## src/rtl/boot_ram_loader_if.sv

```systemverilog
// rtl/boot_ram_loader_if.sv - byte stream in and RAM write port out of the boot RAM loader
interface boot_ram_loader_if #(
    parameter int AW = 14
);
    logic          in_valid;
    logic [7:0]    in_data;
    logic          in_ready;
    logic          mem_we;
    logic [AW-1:0] mem_a;
    logic [7:0]    mem_din;

    // Stream source and RAM side (bench or upstream logic)
    modport master (
        output in_valid,
        output in_data,
        input  in_ready,
        input  mem_we,
        input  mem_a,
        input  mem_din
    );

    // Loader side
    modport slave (
        input  in_valid,
        input  in_data,
        output in_ready,
        output mem_we,
        output mem_a,
        output mem_din
    );
endinterface

```

## src/rtl/boot_ram_loader.sv

```systemverilog
// rtl/boot_ram_loader.sv - streams a checksummed byte image into the boot ROM RAM
module boot_ram_loader #(
    parameter int DEPTH = 9216,
    parameter int AW    = 14
) (
    input  logic                clk,
    input  logic                rst_n,
    input  logic                start,
    input  logic [AW-1:0]       start_addr,
    input  logic [AW:0]         length,
    input  logic                abort,
    boot_ram_loader_if.slave    bus,
    output logic                busy,
    output logic                done,
    output logic                err,
    output logic [1:0]          err_code
);
    typedef enum logic [1:0] {
        S_IDLE,
        S_LOAD,
        S_CHECK,
        S_FIN
    } state_t;

    // Two spare bits so start_addr + length can never wrap before the range compare
    localparam logic [AW+1:0] DEPTH_X = (AW+2)'(DEPTH);

    state_t        state;
    state_t        state_nx;
    logic [AW-1:0] addr;
    logic [AW:0]   remain;
    logic [7:0]    sum;
    logic [1:0]    code;
    logic          mem_we_q;
    logic [AW-1:0] mem_a_q;
    logic [7:0]    mem_din_q;

    logic [AW+1:0] end_addr;
    logic          range_bad;
    logic          active;
    logic          ready;
    logic          xfer;
    logic [7:0]    sum_nx;

    assign end_addr  = {2'b00, start_addr} + {1'b0, length};
    assign range_bad = (length == '0) || (end_addr > DEPTH_X);
    assign active    = (state == S_LOAD) || (state == S_CHECK);
    assign ready     = active && !abort;
    assign xfer      = ready && bus.in_valid;
    assign sum_nx    = sum + bus.in_data;

    // State register
    always_ff @(posedge clk or negedge rst_n) begin
        if (!rst_n) begin
            state <= S_IDLE;
        end else begin
            state <= state_nx;
        end
    end

    // Next-state selection; abort takes priority over any offered byte
    always_comb begin
        state_nx = state;
        case (state)
            S_IDLE: begin
                if (start) begin
                    state_nx = range_bad ? S_FIN : S_LOAD;
                end
            end
            S_LOAD: begin
                if (abort) begin
                    state_nx = S_FIN;
                end else if (xfer && (remain == {{AW{1'b0}}, 1'b1})) begin
                    state_nx = S_CHECK;
                end
            end
            S_CHECK: begin
                if (abort || xfer) begin
                    state_nx = S_FIN;
                end
            end
            S_FIN: begin
                state_nx = S_IDLE;
            end
            default: begin
                state_nx = S_IDLE;
            end
        endcase
    end

    // Address/count/sum tracking, error code and the registered RAM write port
    always_ff @(posedge clk or negedge rst_n) begin
        if (!rst_n) begin
            addr      <= '0;
            remain    <= '0;
            sum       <= '0;
            code      <= 2'b00;
            mem_we_q  <= 1'b0;
            mem_a_q   <= '0;
            mem_din_q <= '0;
        end else begin
            mem_we_q <= (state == S_LOAD) && xfer;
            if ((state == S_IDLE) && start) begin
                code   <= range_bad ? 2'b10 : 2'b00;
                addr   <= start_addr;
                remain <= length;
                sum    <= '0;
            end else if (active && abort) begin
                code <= 2'b11;
            end else if ((state == S_LOAD) && xfer) begin
                mem_a_q   <= addr;
                mem_din_q <= bus.in_data;
                addr      <= addr + 1'b1;
                remain    <= remain - 1'b1;
                sum       <= sum_nx;
            end else if ((state == S_CHECK) && xfer && (sum_nx != 8'd0)) begin
                code <= 2'b01;
            end
        end
    end

    assign bus.in_ready = ready;
    assign bus.mem_we   = mem_we_q;
    assign bus.mem_a    = mem_a_q;
    assign bus.mem_din  = mem_din_q;
    assign busy         = (state != S_IDLE);
    assign done         = (state == S_FIN);
    assign err_code     = code;
    assign err          = (code != 2'b00);
endmodule

```

## src/flat_wrapper.sv

```systemverilog
// flat-port wrapper written by rule: the top's interface ports become plain ports
module boot_ram_loader_flat 
#(
    parameter int DEPTH = 9216,
    parameter int AW    = 14
)
  (clk, rst_n, start, start_addr, length, abort, busy, done, err, err_code, bus_in_valid, bus_in_data, bus_in_ready, bus_mem_we, bus_mem_a, bus_mem_din);
  boot_ram_loader_if #(.AW(AW)) bus_i ();
  input  logic clk;
  input  logic rst_n;
  input  logic start;
  input  logic [AW-1:0] start_addr;
  input  logic [AW:0] length;
  input  logic abort;
  output logic busy;
  output logic done;
  output logic err;
  output logic [1:0] err_code;
  input wire logic [$bits(bus_i.in_valid)-1:0] bus_in_valid;
  input wire logic [$bits(bus_i.in_data)-1:0] bus_in_data;
  output wire logic [$bits(bus_i.in_ready)-1:0] bus_in_ready;
  output wire logic [$bits(bus_i.mem_we)-1:0] bus_mem_we;
  output wire logic [$bits(bus_i.mem_a)-1:0] bus_mem_a;
  output wire logic [$bits(bus_i.mem_din)-1:0] bus_mem_din;
  assign bus_i.in_valid = bus_in_valid;
  assign bus_i.in_data = bus_in_data;
  assign bus_in_ready = bus_i.in_ready;
  assign bus_mem_we = bus_i.mem_we;
  assign bus_mem_a = bus_i.mem_a;
  assign bus_mem_din = bus_i.mem_din;
  boot_ram_loader #(.DEPTH(DEPTH), .AW(AW)) u_core (.clk(clk), .rst_n(rst_n), .start(start), .start_addr(start_addr), .length(length), .abort(abort), .bus(bus_i), .busy(busy), .done(done), .err(err), .err_code(err_code));
endmodule
```

## config.mk

```make
export PLATFORM = sky130hd
export DESIGN_NAME = boot_ram_loader_flat
export DESIGN_NICKNAME = d
export VERILOG_FILES = /design/src/rtl/boot_ram_loader_if.sv /design/src/rtl/boot_ram_loader.sv /design/src/flat_wrapper.sv
export SDC_FILE = /design/constraint.sdc
export NUM_CORES = 1
export LEC_CHECK = 0
export CORE_UTILIZATION = 45
export CTS_CLUSTER_SIZE = 40
export DETAILED_ROUTE_END_ITERATION = 8
export PLACE_DENSITY = 0.73
export SLEW_MARGIN = 40
export SYNTH_ARGS = -nofsm -noshare
export SYNTH_HDL_FRONTEND = slang
export SYNTH_SLANG_ARGS = --single-unit
```

## constraint.sdc

```tcl
create_clock -name clk -period 2.45 [get_ports clk]
set_input_delay 0.245 -clock clk [delete_from_list [all_inputs] [get_ports clk]]
set_output_delay 0.245 -clock clk [all_outputs]
set_load 0.005 [all_outputs]
```

Word-level counts from Yosys, hierarchy flattened
Cells that the tools add are included.
{ "op_classes": {"mux": 20, "n_eq_ne": 9, "addsub": 4, "bitwise": 2, "magnitude_cmp": 1, "reduce_logical": 23} }
{ "op_table": {"columns": ["cell", "n"], "rows": [
  ["two-way mux 15 bit", 3],
  ["two-way mux 14 bit", 3],
  ["two-way mux 8 bit", 3],
  ["two-way mux 2 bit", 10],
  ["adder 14 x 15 -> 16 bit", 1],
  ["greater-than comparator 16 x 14 -> 1 bit, second input constant", 1],
  ["== test 15 x 1 -> 1 bit, second input constant", 1],
  ["zero test 15 bit", 1],
  ["subtractor 15 x 1 -> 15 bit, second input constant", 1],
  ["adder 14 x 1 -> 14 bit, second input constant", 1],
  ["adder 8 bit", 1],
  ["logical AND 1 bit", 8],
  ["case mux 2 bit (4 select lines)", 1],
  ["nonzero test 8 bit", 1],
  ["AND reduction 3 bit", 2],
  ["nonzero test 2 bit", 3],
  ["== test 2 bit, second input constant", 2],
  ["!= test 2 x 1 -> 1 bit, second input constant", 2],
  ["AND reduction 2 bit", 2],
  ["logical OR 1 bit", 3],
  ["!= test 3 x 2 -> 1 bit, second input constant", 1],
  ["!= test 3 bit, second input constant", 1],
  ["nonzero test 3 bit", 1],
  ["== test 2 x 1 -> 1 bit, second input constant", 1],
  ["other kinds (4)", 5]
]} }
{ "word_totals": {"word_cells": 67, "register_bits": 64} }

Longest topological paths before layout
{ "logic_depth": {"depth_word": 10, "depth_mapped": 11, "mapped_depth_nobuf": 11} }

Least setup slack after synthesis
Ideal clock, no wire load.
{ "synth_path": {"kind": "input to register", "from": "in start_addr[0]", "to": "reg u_core.state[1]", "arrival_ps": 2212, "required_time_ps": 2322, "slack_ps": 110, "setup_time_ps": 128, "cell_stages": 10, "cell_sequence": "ha_1 > fa_1 > a211oi_1 > o211ai_1 > a311oi_1 > xor2_1 > and3_1 > o21ai_1 > o2bb2ai_1 > o21ai_0"} }
{ "synth_via": {"elab_chain_len": 6} }
{ "synth_lines": {"columns": ["element", "line_no", "source"], "rows": [
  ["start: declaration", "flat_wrapper.sv:12", "input logic [AW-1:0] start_addr;"],
  ["adder 14 x 15 -> 16 bit", "boot_ram_loader.sv:45", "assign end_addr = {2'b00, start_addr} + {1'b0, length};"],
  ["greater-than comparator 16 x 14 -> 1 bit", "boot_ram_loader.sv:46", "assign range_bad = (length == '0) || (end_addr > DEPTH_X);"],
  ["logical OR 1 bit", "boot_ram_loader.sv:46", null],
  ["two-way mux 2 bit", "boot_ram_loader.sv:67", "state_nx = range_bad ? S_FIN : S_LOAD;"],
  ["two-way mux 2 bit", "boot_ram_loader.sv:66", "if (start) begin"],
  ["case mux 2 bit (4 select lines)", "boot_ram_loader.sv:64", "case (state)"],
  ["end signal: assignment", "boot_ram_loader.sv:57", "state <= state_nx;"],
  ["end: declaration", "boot_ram_loader.sv:28", "state_t state;"]
]} }
No other way between the ends. The select of a mux whose other input is x is not followed.
A chain may end at the register's enable or synchronous reset.

Worst setup path in the final report
{ "layout_path": {"from": "reg u_core.sum[1]", "to": "reg u_core.code[1], in the netlist u_core.err_code[1]"} }
{ "layout_via": {"elab_chain_len": 5} }
{ "layout_lines": {"columns": ["element", "line_no", "source"], "rows": [
  ["start: declaration", "boot_ram_loader.sv:32", "logic [7:0] sum;"],
  ["start signal: assignment", "boot_ram_loader.sv:115", "sum <= sum_nx;"],
  ["adder 8 bit", "boot_ram_loader.sv:50", "assign sum_nx = sum + bus.in_data;"],
  ["nonzero test 8 bit", "boot_ram_loader.sv:116", "end else if ((state == S_CHECK) && xfer && (sum_nx != 8'd0)) begin"],
  ["logical AND 1 bit", "boot_ram_loader.sv:116", null],
  ["nonzero test 3 bit (no source line)", null, null],
  ["AND reduction 2 bit (no source line)", null, null],
  ["end signal: assignment", "boot_ram_loader.sv:104", "code <= range_bad ? 2'b10 : 2'b00;"],
  ["end: declaration", "boot_ram_loader.sv:33", "logic [1:0] code;"]
]} }
No other way between the ends.

==> results.md <==
- Core area: 8720 um2
- Max-slew violations: 0
- Comb power frac: 49.0%
- Final instance area: 5690 um2
- CTS clk-pin slew, worst paths: 70 ps
- Layout area overhead: 41.1%
- Worst setup EP type: flip-flop
- Cells after Synth: 421
- VDD IR-drop max: 0.364 mV
- Internal Power: 3.39 mW
- Final setup viols: 0
- Fmax: 416 MHz
- Simple-Gate Fraction of Synth Area: 16.6%
- Routed Antenna Nets: 0
- Clock share of power: 15.5%
- Multi-input logic area: 2500 um2
- Initial Util: 46.3%
- Largest family of logic cells by synthesized area: simple AND/OR/NAND/NOR gates
- Number of synthesized flops with an enable pin: 0
- Site Rows: 34
- Pwr Density: 946 nW/um2
- Required time of the critical path: 2710 ps
- Residual DRC: 0
- Xor and xnor area share after synthesis: 9.89%
- Clk_lat worst skew: 350 ps
- First-pass GRT wire length: 17,500 um
- Largest net degree at the start of global routing: 53
- Cell family with most CP delay: compound AO/OA/AOI/OAI gates
- Cell variety after synth: 55
- RSZ-0062 raised after global routing: true
- Ports: 71
- Synth Register Bits: 64
- Final hold slack: 207 ps
- Total routed wirelength: 10,400 um
- Status: finished, final reports clean
- CP peak stage delay: 380 ps
- Slew Limit Headroom: 60.1%
- H-tree levels: 3
- Gpl congestion: 0.909
- Main synth FF type: dfrtp_1
- CTS tree: built
- Hold violation count in the final report: 0
- Mux cell area share after synthesis: 6.64%
- Die Ht: 96.7 um
- Mean cell area of the mapped netlist: 9.58 um2
- Num CTS Buffers: 9
- Sequential cell area fraction in the yosys report: 39.7%
- CP max stage cell: dfrtp_1
- Die ar.: 9350 um2
- Register share of total power: 35.5%
- Layout Skew: 14.3 ps
- Vias in the first global route: 3,727
- All-Layer GR Usage: 23.0%
- Min cycle time layout: 2400 ps
- Synth Area in Compound Gates: 15.2%
- Tightest Hold Check Type: input pin to flip-flop
- GRT Residual Overflow: 0
- Avg WL per Cell: 15.4 um
- Fin nets: 633
- Antenna diodes: 0
- Largest fanout on the critical path: 2
- # clock sinks: 64
- Asr flop ratio synth: 100%
- Post-DP Area: 5310 um2
- Synth Cell Area: 4040 um2
- CP Cell Sequence: ha_1 > a21o_1 > a221o_1 > o41ai_4 > xnor3_1 > nor4_4 > o31ai_2 > a22oi_1
- Share of cells above drive strength 1: 24.2%
- Crit Path Class: flip-flop to flip-flop
- # fillers: 717
- NetSw: 2.00 mW
- Util after Layout: 65.3%
- IO buf count: 70
- Buf/Inv on CP: 0
- TritonRoute pass-1 iters: 4
- Final Cycle Share: 98.0%
- FF/Latch Area: 1600 um2
- Via/cell ratio: 5.45
- Width of the die: 96.7 um
- Fin Setup TNS: 0 ps
- Yosys warns: 0
- Initial DRC count: 134
- Maxcap violations: 0
- Syn Nets: 494
- Clock root buffer: clkbuf_8
- Initial antenna violation count: 0
- Sw frac: 37.1%
- DR vias: 3,669
- Post-DP HPWL: 7980 um
- Worst-Margin Slew: 599 ps
- Crit start category: flip-flop
- Adder-cell share of the synthesized area: 9.98%
- Leakage: 2.48 nW
- Critical Path AT: 2660 ps
- Clock buffer depth: 2
## area by class of cell
| type | instances | share of cell area, % |
|---|---|---|
| multi-input combinational | 336 | 44.0 |
| timing repair buffer | 141 | 21.8 |
| clock inverter | 6 | 0.791 |
| tap | 108 | 2.37 |
| sequential | 64 | 28.1 |
| clock buffer | 10 | 2.42 |
| inverter | 8 | 0.527 |
## Yosys cell counts, types with 8 or more instances
master | n | area (um2)
mux2_1 | 8 | 90.1
ha_1 | 29 | 363
xor2_1 | 21 | 184
mux2_2 | 14 | 158
a21oi_1 | 23 | 115
o21ai_0 | 19 | 95.1
o21ai_1 | 22 | 110
clkbuf_1 | 9 | 33.8
nor3_1 | 8 | 40.0
nand2_1 | 55 | 206
nor2_1 | 28 | 105
dfrtp_1 | 64 | 1600
xnor2_1 | 22 | 193
nand3_1 | 8 | 40.0
## final timing paths
check                                       from                     to  slack (ps)  cells past startpoint
setup / recovery                   u_core.sum[1]     u_core.err_code[1]          50                      8
hold / removal                     start_addr[0]         u_core.addr[0]         210                      3
setup reg to reg                   u_core.sum[1]     u_core.err_code[1]          50                      8
hold reg to reg            u_core.bus.mem_din[4]  u_core.bus.mem_din[4]         490                      1
max in group asynchronous                  rst_n         u_core.addr[0]        1280                      3
min in group asynchronous                  rst_n  u_core.bus.mem_din[0]         440                      2
## power by group through the flow
stage | sequential [mW] | combinational, mW | clock (mW)
2_1_floorplan | 1.85 | 1.44 | 0
3_3_place_gp | 1.89 | 2.40 | 0
3_5_place_dp | 1.92 | 2.49 | 0
4_1_cts | 1.91 | 2.57 | 0.842
5_1_grt | 1.98 | 2.90 | 0.904
6_report | 1.91 | 2.64 | 0.832
## registers in the layout, summed over array words and instances (netlist names)
name                cells
u_core.remain          15
u_core.addr            14
u_core.bus.mem_a       14
u_core.bus.mem_din      8
u_core.state            2
u_core.bus.mem_we       1
u_core.err_code         2
u_core.sum              8
## cell families (layout without fill, tap and decap cells)
| family | Yosys count | after routing |
|---|---|---|
| simple gates | 138 | 138 |
| mux | 24 | 24 |
| compound gates | 99 | 99 |
| flops | 64 | 64 |
| fa+ha+maj | 31 | 31 |
| xor+xnor | 44 | 44 |
| buf+inv | 21 | 165 |
## tightest hold or removal path: cells and delay by family
kind | cells | cell delay (ps)
compound gates | 1 | 70
simple gates | 1 | 80
buf+inv | 1 | 120
## per-layer routing
| layer | GRT usage (%) | up-vias | wire length [um] |
|---|---|---|---|
| li1 | - | 1778 | - |
| met1 | 30.1 | 1767 | 4640 |
| met2 | 38.2 | 104 | 5110 |
| met3 | 3.97 | 20 | 415 |
| met4 | 8.38 | 0 | 198 |
| met5 | 0 | - | 0 |
## through the flow
| stage | worst slack [ps] | power, mW | cells |
|---|---|---|---|
| global route | -77.7 | 5.78 | 673 |
| detailed placement | -558 | 4.41 | 652 |
| floorplan | 110 | 3.29 | 421 |
| finish | 48.1 | 5.38 | 673 |
| CTS | -32.4 | 5.32 | 670 |
| global placement | -492 | 4.30 | 652 |
## cells in the final DEF (no fill, tap or decap), types with 4 or more instances in the layout
cell type,netlist,layout
buf_4,0,70
dfrtp_1,64,64
clkdlybuf4s50_1,0,62
nand2_1,55,55
nor2_1,28,25
o21ai_1,22,23
ha_1,29,23
a21oi_1,23,21
xnor2_1,22,21
xor2_1,21,21
o21ai_0,19,18
mux2_2,14,14
clkbuf_8,0,10
mux2_1,8,8
inv_1,7,7
nor3_1,8,7
nand3_1,8,6
nor4_1,7,6
a21o_1,5,5
and3_1,5,5
dlymetal6s2s_1,0,5
nand4_1,4,4
nand2b_1,4,4
a211oi_1,6,4
o21a_1,4,4
ha_4,0,4
## what timing repair did
item | CTS | global route
hold buffers | 1 | 0
pin swaps | 11 | 16
resized for setup | 14 | 21
setup endpoints to repair | 3 | 11
endpoints found under the hold margin | 25 | 0
buffers inserted | 1 | 3
No activity file was read; power rests on OpenSTA's default activity.
